<file path="config.mk">
export PLATFORM = sky130hd
export DESIGN_NAME = next_sequencer_flat
export DESIGN_NICKNAME = d
export VERILOG_FILES = /design/src/rtl/bcnn_pkg.sv /design/src/rtl/next_sequencer_if.sv /design/src/rtl/next_sequencer_button_debounce.sv /design/src/rtl/next_sequencer.sv /design/src/flat_wrapper.sv
export SDC_FILE = /design/constraint.sdc
export NUM_CORES = 1
export LEC_CHECK = 0
export CORE_MARGIN = 2
export CORE_UTILIZATION = 50
export DETAILED_ROUTE_END_ITERATION = 12
export PLACE_DENSITY = 0.71
export RECOVER_POWER = 50
export SLEW_MARGIN = 20
export SYNTH_ARGS = -nofsm -noshare
export SYNTH_HDL_FRONTEND = slang
export SYNTH_HIERARCHICAL = 1
export SYNTH_SLANG_ARGS = --single-unit
</file>
<file path="constraint.sdc">
create_clock -name CLK -period 2.4 [get_ports CLK]
set_input_delay 0.24 -clock CLK [delete_from_list [all_inputs] [get_ports CLK]]
set_output_delay 0.24 -clock CLK [all_outputs]
set_load 0.01 [all_outputs]
</file>
<file path="src/rtl/bcnn_pkg.sv">
// ---------------------------------------------------------------------------
// bcnn_pkg
// Shared definitions for the binary-CNN front-end run controller.
//   CLASS_W              width of a class index (0..9 fits in 4 bits)
//   class_t              class-index type carried on the result bus
//   DEF_DEBOUNCE_CYCLES  default debounce length for the NEXT button
//   DEF_TIMEOUT_CYCLES   default run limit before a run is abandoned
//   ST_IDLE / ST_RUN     sequencer FSM encoding
// ---------------------------------------------------------------------------
package bcnn_pkg;

   localparam int CLASS_W             = 4;
   localparam int DEF_DEBOUNCE_CYCLES = 4;
   localparam int DEF_TIMEOUT_CYCLES  = 4096;

   typedef logic [CLASS_W-1:0] class_t;

   localparam logic [0:0] ST_IDLE = 1'b0;
   localparam logic [0:0] ST_RUN  = 1'b1;

endpackage

</file>
<file path="src/rtl/next_sequencer_if.sv">
// ---------------------------------------------------------------------------
// next_sequencer_if
// Bundle between the run controller and the CNN layers / display.
//   output_finish  completion level from output_layer
//   output_result  class index from output_layer, valid when finish rises
//   next           one-cycle start pulse to all layers
//   busy           a run is in progress
//   result         latched class index of the last completed run
//   result_valid   result holds a completed run's answer
//   timeout        the last run was abandoned
// master: the sequencer side.  slave: the layer / display side.
// ---------------------------------------------------------------------------
interface next_sequencer_if;
   import bcnn_pkg::*;

   logic   output_finish;
   class_t output_result;
   logic   next;
   logic   busy;
   class_t result;
   logic   result_valid;
   logic   timeout;

   modport master (
      input  output_finish, output_result,
      output next, busy, result, result_valid, timeout
   );

   modport slave (
      output output_finish, output_result,
      input  next, busy, result, result_valid, timeout
   );

endinterface

</file>
<file path="src/rtl/next_sequencer_button_debounce.sv">
// ---------------------------------------------------------------------------
// button_debounce
// Conditions the raw active-low NEXT push-button.
//   CLK    system clock
//   NRST   synchronous active-low reset
//   NEXT   raw button, asynchronous to CLK, bouncy
//   press  one-cycle pulse after the debounced level falls (button pressed)
// The debounced level flips only after the synchronized input has disagreed
// with it for DEBOUNCE_CYCLES consecutive edges; any agreeing sample
// restarts the count, so bounces never reach the press output.
// ---------------------------------------------------------------------------
module button_debounce
   import bcnn_pkg::*;
#(
   parameter int DEBOUNCE_CYCLES = DEF_DEBOUNCE_CYCLES
) (
   input  logic CLK,
   input  logic NRST,
   input  logic NEXT,
   output logic press
);

   localparam int            DW   = $clog2(DEBOUNCE_CYCLES);
   localparam logic [DW-1:0] DLIM = DW'(DEBOUNCE_CYCLES - 1);

   logic          sync_a;
   logic          sync;
   logic          deb;
   logic          deb_q;
   logic [DW-1:0] dcnt;

   // Reset to the released (high) level everywhere so a reset never
   // manufactures a press by itself.
   always_ff @(posedge CLK) begin
      // NOTE: reset is synchronous, so it is tested inside the clocked block
      // and never appears in the sensitivity list.
      if (!NRST) begin
         sync_a <= 1'b1;
         sync   <= 1'b1;
         deb    <= 1'b1;
         deb_q  <= 1'b1;
         dcnt   <= '0;
      end else begin
         // NOTE: non-blocking assignments let sync_a -> sync form a true
         // two-stage chain; blocking ones would collapse it into one stage.
         sync_a <= NEXT;
         sync   <= sync_a;
         deb_q  <= deb;
         if (sync != deb) begin
            if (dcnt == DLIM) begin
               deb  <= sync;
               dcnt <= '0;
            end else begin
               dcnt <= dcnt + 1'b1;
            end
         end else begin
            dcnt <= '0;
         end
      end
   end

   // Falling edge of the debounced level; release edges are ignored.
   assign press = deb_q & ~deb;

endmodule

</file>
<file path="src/rtl/next_sequencer.sv">
// ---------------------------------------------------------------------------
// next_sequencer
// Run controller at the front of the binary-CNN pipeline.
//   CLK   system clock
//   NRST  synchronous active-low reset
//   NEXT  raw active-low push-button
//   bus   next_sequencer_if.master: finish/result in, next/busy/result/
//         result_valid/timeout out
// A debounced press in IDLE issues one next pulse and starts a run. The run
// ends on a rising edge of output_finish (result latched) or after
// TIMEOUT_CYCLES cycles (timeout flagged, result kept). Presses during a run
// are dropped, not queued.
// ---------------------------------------------------------------------------
module next_sequencer
   import bcnn_pkg::*;
#(
   parameter int DEBOUNCE_CYCLES = DEF_DEBOUNCE_CYCLES,
   parameter int TIMEOUT_CYCLES  = DEF_TIMEOUT_CYCLES
) (
   input  logic CLK,
   input  logic NRST,
   input  logic NEXT,
   next_sequencer_if.master bus
);

   localparam int            TW   = $clog2(TIMEOUT_CYCLES);
   localparam logic [TW-1:0] TLIM = TW'(TIMEOUT_CYCLES - 1);

   logic          press;
   logic [0:0]    state;
   logic [TW-1:0] tcnt;
   logic          fin_s;
   logic          fin_q;
   logic          fin_edge;

   button_debounce #(
      .DEBOUNCE_CYCLES (DEBOUNCE_CYCLES)
   ) u_debounce (
      .CLK   (CLK),
      .NRST  (NRST),
      .NEXT  (NEXT),
      .press (press)
   );

   // Finish is sampled once, then compared with the previous sample. Both
   // reset to 1 so a finish level already high at reset is not an edge.
   assign fin_edge = fin_s & ~fin_q;

   always_ff @(posedge CLK) begin
      if (!NRST) begin
         state            <= ST_IDLE;
         tcnt             <= '0;
         fin_s            <= 1'b1;
         fin_q            <= 1'b1;
         bus.next         <= 1'b0;
         bus.busy         <= 1'b0;
         bus.result       <= '0;
         bus.result_valid <= 1'b0;
         bus.timeout      <= 1'b0;
      end else begin
         fin_s    <= bus.output_finish;
         fin_q    <= fin_s;
         bus.next <= 1'b0;
         case (state)
            ST_IDLE: begin
               // Finish edges arriving while idle fall through untouched.
               if (press) begin
                  bus.next         <= 1'b1;
                  bus.busy         <= 1'b1;
                  bus.result_valid <= 1'b0;
                  bus.timeout      <= 1'b0;
                  tcnt             <= '0;
                  state            <= ST_RUN;
               end
            end
            ST_RUN: begin
               // Finish has priority over both the limit and a new press.
               if (fin_edge) begin
                  bus.result       <= bus.output_result;
                  bus.result_valid <= 1'b1;
                  bus.busy         <= 1'b0;
                  state            <= ST_IDLE;
               end else if (tcnt == TLIM) begin
                  bus.timeout <= 1'b1;
                  bus.busy    <= 1'b0;
                  state       <= ST_IDLE;
               end else begin
                  tcnt <= tcnt + 1'b1;
               end
            end
            default: state <= ST_IDLE;
         endcase
      end
   end

endmodule

</file>
<file path="src/flat_wrapper.sv">
// flat-port wrapper written by rule: the top's interface ports become plain ports
module next_sequencer_flat import bcnn_pkg::*;
#(
   parameter int DEBOUNCE_CYCLES = DEF_DEBOUNCE_CYCLES,
   parameter int TIMEOUT_CYCLES  = DEF_TIMEOUT_CYCLES
)
  (CLK, NRST, NEXT, bus_output_finish, bus_output_result, bus_next, bus_busy, bus_result, bus_result_valid, bus_timeout);
  next_sequencer_if bus_i ();
  input  logic CLK;
  input  logic NRST;
  input  logic NEXT;
  input wire logic [$bits(bus_i.output_finish)-1:0] bus_output_finish;
  input wire logic [$bits(bus_i.output_result)-1:0] bus_output_result;
  output wire logic [$bits(bus_i.next)-1:0] bus_next;
  output wire logic [$bits(bus_i.busy)-1:0] bus_busy;
  output wire logic [$bits(bus_i.result)-1:0] bus_result;
  output wire logic [$bits(bus_i.result_valid)-1:0] bus_result_valid;
  output wire logic [$bits(bus_i.timeout)-1:0] bus_timeout;
  assign bus_i.output_finish = bus_output_finish;
  assign bus_i.output_result = bus_output_result;
  assign bus_next = bus_i.next;
  assign bus_busy = bus_i.busy;
  assign bus_result = bus_i.result;
  assign bus_result_valid = bus_i.result_valid;
  assign bus_timeout = bus_i.timeout;
  next_sequencer #(.DEBOUNCE_CYCLES(DEBOUNCE_CYCLES), .TIMEOUT_CYCLES(TIMEOUT_CYCLES)) u_core (.CLK(CLK), .NRST(NRST), .NEXT(NEXT), .bus(bus_i));
endmodule
</file>
==> results.md, run 1 <==
- Max_cap viols: 0
- FF-to-FF setup slack: 230 ps
- Pwr/cell area: 503.4 nW/µm²
- Crit start category: register
- Tcrit/Tclk final: 0.9051
- Final WL: 2992 µm
- Reg2reg end: u_core/tcnt[4]
- Clock network power share: 0.373
- Critical path data required time: 2620 ps
- Yosys top cell area share: 0.4028
- Clock root cell: clkbuf_4
- Hold Slack: about 430 ps
- Antenna violations before repair: 0
- Vias: 1268
- Clk sink count: 29
- Largest net degree at the start of global routing: 17
- Reg clk slew, reported paths: 100 ps
- Fmax: 460.3 MHz
- All-Layer GR Usage: 0.2015
- CP Capture Type: register
- Gr ovfl total: 0
- XOR/XNOR Fraction of Synth Area: 0.006076
- Unrepaired setup endpoints after global routing: false
- Adder-cell share of the synthesized area: 0.01736
- Yosys top cell by area: dfxtp_1
- Mapped Cells: about 160
- Largest family of logic cells by synthesized area: simple AND/OR/NAND/NOR gates
- Deepest clock path buffer count: 2
- PostCTS Resize Cnt: 0
- Area share of and/or/nand/nor cells after synthesis: 0.3307
- Comb pwr share: 0.048
- Final core utilization: 0.6080
- Area growth syn-to-layout: 16.32%
- Max_slew headroom: 0.5192
- Met3 GRT Util: 0.04241
- First-pass GRT wire length: around 5200 µm
- Sw Ratio: 0.2301
- Drc violations: 0
- Clock Latency Late Sink: 320 ps
- First-iteration detailed-routing DRC count: 65
- Seq. cell area: 580.6 µm²
- Worst-Margin Slew: between 700 and 800 ps
- Placed cell area: 1615 µm²
- Htree depth: 2
- NetSw: 0.1942 mW
- CP arrival: 2390 ps
- Die X: 57.69 µm
- Worst vdd ir: 395.3 µV
- #FFs+latches synth: 29
- TritonCTS clock tree: built
- Worst hold path type: register to register
- Syn avg cell area: 8.789 µm²
- Hold buffer count at cts: 0
- Share of layout cells above drive strength 1: 0.08287
- Ant. Diodes: 0
- Setup violations, final: 0
- Max Slew Vio Count: 0
- Reg2reg start: u_core/tcnt[0]
- FF-to-FF path depth: 5
- Setup_tns: 0 ps
- Worst hold endpoint: u_core/u_debounce/sync
- Met1 usage: 0.2748
- Area of the multi-input gates: between 700 and 800 µm²
- I/O pins: 16
- Row Count: 19
- FILL cells: around 250
- P_leak: 0.5920 nW
- Fin. Hold Viols: 0
- CTS buffer count: 5
- Core area: 2758 µm²
- Post-route ant nets: 0
- GRT Max-Usage Layer: met2
- Min-delay src: u_core/u_debounce/sync_a
- Mux contribution to synthesized area: 0.01389
- Sequential-to-total area share from yosys stat: 0.4028
- WL per Instance: 14.11 µm
- Max Clock Skew: 10.03 ps
- Hold Crit Depth: 1
- Tmin final: ~2200 ps
- Mapped Area: 1441 µm²
- Vias per inst: 5.981
- Syn Nets: 174
- Initial Util: 0.5227
- Nets: 190
- Reg power frac: 0.579
- Internal power: about 0.65 mW
- Status: finished clean
- Number of global-route vias before repair: around 1200
- Synth cell types: 40
- CP Max Fanout: 16
- Setup repair bufs after CTS: 0
- Die area: 3328 µm²
- Fin area: between 1500 and 2000 µm²
- Die span in y: a little under 60 µm
- Detailed placement HPWL: 2140 µm
- Synthesis Warnings: 6
- M2 GR Usage: 0.3133
- CP Class: register to register
- Pre-antenna DRT Iters: 4
- Port Buffer Count: 15
- Synth top area cells: dfxtp_1, nand3_1, nand2_1
- GP Congestion: 0.8172
- Complex-gate fraction of the synthesized area: 0.1797
[layout by cell type (no fill, tap or decap), types with 3 or more instances in the layout]
| master | count |
|---|---|
| a211oi_1 | 6 |
| a21boi_0 | 5 |
| a21oi_1 | 4 |
| and3_1 | 7 |
| and4_1 | 3 |
| buf_4 | 3 |
| clkbuf_4 | 5 |
| clkdlybuf4s50_1 | 9 |
| dfxtp_1 | 29 |
| dlygate4sd3_1 | 6 |
| inv_1 | 7 |
| nand2_1 | 14 |
| nand2b_1 | 8 |
| nand3_1 | 12 |
| nand4_1 | 4 |
| nor2_1 | 5 |
| nor2b_1 | 5 |
| nor4_1 | 3 |
| nor4b_1 | 4 |
| o21ai_0 | 3 |
| o31a_1 | 6 |
[cells in the mapped netlist]
| cell type | instances |
|---|---|
| nor4_1 | 3 |
| nand3b_1 | 1 |
| nand3_2 | 2 |
| nand4b_1 | 1 |
| buf_6 | 1 |
| nor4b_1 | 4 |
| nor3_1 | 2 |
| and4b_1 | 1 |
| o41a_1 | 1 |
| a21boi_0 | 5 |
| o21a_1 | 2 |
| inv_1 | 7 |
| and2_1 | 2 |
| a32oi_1 | 1 |
| o221ai_1 | 2 |
| nand2b_1 | 8 |
| o31a_1 | 6 |
| ha_1 | 2 |
| and3_1 | 7 |
| nor2b_1 | 5 |
| or4bb_1 | 1 |
| nor2_1 | 5 |
| and4_1 | 3 |
| dfxtp_1 | 29 |
| nand2_1 | 14 |
| clkbuf_1 | 9 |
| mux2i_1 | 2 |
| nand3_1 | 12 |
| a211oi_1 | 6 |
| or3_1 | 1 |
| and3b_1 | 1 |
| nand4_1 | 4 |
| o211ai_1 | 2 |
| a211oi_2 | 1 |
| xnor2_1 | 1 |
| o21ai_0 | 3 |
| a21oi_1 | 4 |
| and2b_1 | 1 |
| o41ai_1 | 1 |
| and4bb_2 | 1 |
[how the worst max path moves through the flow]
stage | startpoint | end | slack (ps) | cells after the start
2_1_floorplan | u_core/tcnt[0] | u_core/tcnt[1] | 580 | 6
3_3_place_gp | u_core/tcnt[0] | u_core/tcnt[4] | 340 | 5
3_5_place_dp | u_core/tcnt[0] | u_core/tcnt[4] | 280 | 5
4_1_cts | u_core/tcnt[0] | u_core/tcnt[4] | 260 | 5
5_1_grt | u_core/tcnt[0] | u_core/tcnt[7] | 90 | 5
6_report | u_core/tcnt[0] | u_core/tcnt[4] | 230 | 5
[power groups by stage]
stage | Clock (mW) | Sequential [mW] | Combinational (mW)
floorplan | 0 | 0.500 | 0.0198
global placement | 0 | 0.500 | 0.0408
detailed placement | 0 | 0.500 | 0.0418
CTS | 0.326 | 0.489 | 0.0420
global route | 0.350 | 0.490 | 0.0452
finish | 0.315 | 0.489 | 0.0406
[final cells by class]
| cell class | instances | area share |
|---|---|---|
| clock inverter | 2 | 0.008209 |
| multi-input combinational | 118 | 0.4709 |
| tap | 31 | 0.02313 |
| inverter | 7 | 0.01567 |
| clock buffer | 6 | 0.03060 |
| sequential | 29 | 0.3463 |
| timing repair buffer | 19 | 0.1052 |
[layer usage]
| layer | vias to the layer above | routed length, µm |
|---|---|---|
| met4 | 0 | 17 |
| met3 | 2 | 114 |
| met1 | 597 | 1420 |
| met2 | 29 | 1440 |
| li1 | 640 | - |
| met5 | - | 0 |
[flip-flops by register name, summed over array words and instances (netlist names)]
register                  count
u_core/bus.timeout            1
u_core/bus.result_valid       1
u_core/u_debounce/deb         1
u_core/bus.result             4
u_core/u_debounce/sync_a      1
u_core/bus.next               1
u_core/u_debounce/deb_q       1
u_core/state                  1
u_core/fin_s                  1
u_core/bus.busy               1
u_core/u_debounce/sync        1
u_core/u_debounce/dcnt        2
u_core/fin_q                  1
u_core/tcnt                  12
[cells by family after synthesis]
family | count (synthesis)
AND/OR/NAND/NOR | 79
multiplexers | 2
buffers and inverters | 17
AO/OA/AOI/OAI | 34
adder cells (fa/ha/maj) | 2
XOR/XNOR | 1
flip-flops | 29
[metrics by stage]
step                      worst slack [ps]  instances  power [mW]
after floorplan                      577.1        164      0.5199
after global placement               339.6        204      0.5407
after detailed placement             276.4        204      0.5419
after CTS                            263.4        212      0.8572
after global routing                 93.25        212      0.8850
final                                227.6        212      0.8439
[worst max-delay path, stage by stage, from the launching register on]
cell and delay (ps):
dfxtp_1 430, ha_1 240, nand3_2 160, o41a_1 700, and4_1 310, o31a_1 220
(Power assumes the default switching activity.)
==> run 2: changes to the inputs <==
ABC_CLOCK_PERIOD_IN_PS = 2400   (was default)
==> results of run 2 <==
Same layout as run 1: the final DEF is identical, and so are final timing and power.
==> run 3: changes to the inputs <==
REMOVE_ABC_BUFFERS = 1   (was default)
==> run 3 against run 2 <==
  * Design area fell by 0.37%
  * Flip-flop and latch count did not move
  * Count of clock-buffer cells in the layout did not move
  * Final cell count rose by 0.47%
  * Register-to-register slack got worse by 40 ps
  * Sequential power barely moved
  * Maximum frequency fell by 2.0%
  * Non-clock buffer count rose by 1
  * Setup slack got worse by 44 ps
  * Critical path depth did not move
==> results.md, run 3 (synthesis gave the netlist of run 1 again) <==
- Ant. Diodes: 0 (unchanged)
- Nets: 191 (was 190)
- Setup repair bufs after CTS: 0 (unchanged)
- Most common library cell in the layout ignoring fill and taps: dfxtp_1 (unchanged)
- Share of layout cells above drive strength 1: 0.08242 (was 0.08287)
- Vias: 1267 (was 1268)
- CP Capture Type: register (unchanged)
- Sw Ratio: 0.2324 (was 0.2301)
- NetSw: 0.1871 mW (was 0.1942 mW)
- Die span in y: 57.69 µm (unchanged)
- P_leak: 0.5892 nW (was 0.5920 nW)
- Unrepaired setup endpoints after global routing: false (unchanged)
- Most frequent cells in the layout: dfxtp_1, nand2_1, nand3_1 (unchanged)
- Pre-antenna DRT Iters: 4 (unchanged)
- Largest registers: u_core/tcnt (12), u_core/bus.result (4), u_core/u_debounce/dcnt (2) (unchanged)
- Max_cap viols: 0 (unchanged)
- Final WL: 3034 µm (was 2992 µm)
- Reg power frac: 0.608 (was 0.579)
- Worst vdd ir: 493.7 µV (was 395.3 µV)
- Die area: 3328 µm² (unchanged)
- CTS buffer count: 5 (unchanged)
- Max Clock Skew: 12.33 ps (was 10.03 ps)
- Clock network power share: 0.342 (was 0.373)
- All-Layer GR Usage: 0.2049 (was 0.2015)
- Hold buffer count at cts: 0 (unchanged)
- GP Congestion: 0.7758 (was 0.8172)
- Worst-Margin Slew: 943.7 ps (was 711.8 ps)
- Reg clk slew, reported paths: 100 ps (about the same)
- Top register by number of flip-flops: u_core/tcnt (unchanged)
- Drc violations: 0 (unchanged)
- Antenna violations before repair: 0 (unchanged)
- Max_slew headroom: 0.3708 (was 0.5192)
- Post-route ant nets: 0 (unchanged)
- Max FFs per register: 12 (unchanged)
- Status: finished clean (unchanged)
- First-pass GRT wire length: 5292 µm (was 5202 µm)
- Clk sink count: 29 (unchanged)
- Number of global-route vias before repair: 1170 (was 1181)
- CP Class: register to register (unchanged)
- Tmin final: 2216 ps (was 2172 ps)
- PostCTS Resize Cnt: 0 (unchanged)
- First-iteration detailed-routing DRC count: 57 (was 65)
- Power Total: 0.8051 mW (was 0.8439 mW)
- Tcrit/Tclk final: 0.9233 (was 0.9051)
- Port Buffer Count: 15 (unchanged)
- I/O pins: 16 (unchanged)
- Deepest clock path buffer count: 2 (unchanged)
- TritonCTS clock tree: built (unchanged)
- Area growth syn-to-layout: 15.89% (was 16.32%)
- Initial Util: 0.5227 (unchanged)
- Clock root cell: clkbuf_4 (unchanged)
- CP arrival: 2430 ps (was 2390 ps)
- Internal power: 0.6180 mW (was 0.6497 mW)
- Core area: 2758 µm² (unchanged)
- Vias per inst: 5.948 (was 5.981)
- Critical path data required time: 2620 ps (about the same)
- Gr ovfl total: 0 (unchanged)
- Pwr/cell area: 482.0 nW/µm² (was 503.4 nW/µm²)
- Max Slew Vio Count: 0 (unchanged)
- Setup_tns: 0 ps (unchanged)
- Comb pwr share: 0.050 (was 0.048)
- Setup violations, final: 0 (unchanged)
- Row Count: 19 (unchanged)
- Worst hold path type: register to register (unchanged)
- Detailed placement HPWL: 2044 µm (was 2140 µm)
- Htree depth: 2 (unchanged)
- Crit start category: register (unchanged)
- Die X: 57.69 µm (unchanged)
- Largest net degree at the start of global routing: 25 (was 17)
- Clock Latency Late Sink: 320 ps (about the same)
- WL per Instance: 14.24 µm (was 14.11 µm)
- Fin. Hold Viols: 0 (unchanged)
- CP Max Fanout: 16 (unchanged)
- Fmax: 451.3 MHz (was 460.3 MHz)
[run 3: power by group through the flow]
stage          logic, mW  registers [mW]  clock network, mW
2_1_floorplan     0.0132           0.500                  0
3_3_place_gp      0.0400           0.500                  0
3_5_place_dp      0.0409           0.500                  0
4_1_cts           0.0411           0.489              0.290
5_1_grt           0.0438           0.490              0.311
6_report          0.0403           0.489              0.276
[run 3: path summary, 6_finish.rpt]
kind	slack, ps	start	endpoint	depth (start not counted)
setup / recovery	180	u_core/tcnt[0]	u_core/tcnt[4]	5
hold / removal	420	u_core/u_debounce/sync_a	u_core/u_debounce/sync	1
setup reg to reg	180	u_core/tcnt[0]	u_core/tcnt[4]	5
hold reg to reg	420	u_core/u_debounce/sync_a	u_core/u_debounce/sync	1
[run 3: worst max-delay path, stage by stage, from the launching register on]
cell,delay (ps)
dfxtp_1,440
ha_1,250
nand3_2,160
o41a_1,700
and4_1,320
o31a_1,240
[run 3: per-layer routing]
metal,vias up,global-route usage,part of all wire
met2,17,0.3166,0.47
met3,2,0.07366,0.027
met1,605,0.2681,0.50
met4,0,0.06645,0.0046
li1,643,-,-
met5,-,0,0
[run 3: final cells by class]
cell class | count | area [µm²]
sequential | 29 | 580.6
inverter | 7 | 26.28
multi-input combinational | 118 | 789.5
tap | 31 | 38.79
clock inverter | 2 | 10.01
clock buffer | 6 | 41.29
fill | 247 | 1087
timing repair buffer | 20 | 183.9
[run 3: through the flow]
| step | area (µm²) | setup slack, ps | util | std cells | hold slack (ps) |
|---|---|---|---|---|---|
| 5_1_grt | 1670 | 119.1 | 0.6057 | 213 | 458.9 |
| 3_5_place_dp | 1623 | 260.6 | 0.5885 | 205 | 402.8 |
| 6_report | 1670 | 184.0 | 0.6057 | 213 | 422.6 |
| 4_1_cts | 1674 | 237.2 | 0.6071 | 213 | 424.5 |
| 3_3_place_gp | 1623 | 355.4 | 0.5885 | 205 | 408.4 |
| 2_1_floorplan | 1396 | 502.3 | - | 154 | 301.9 |
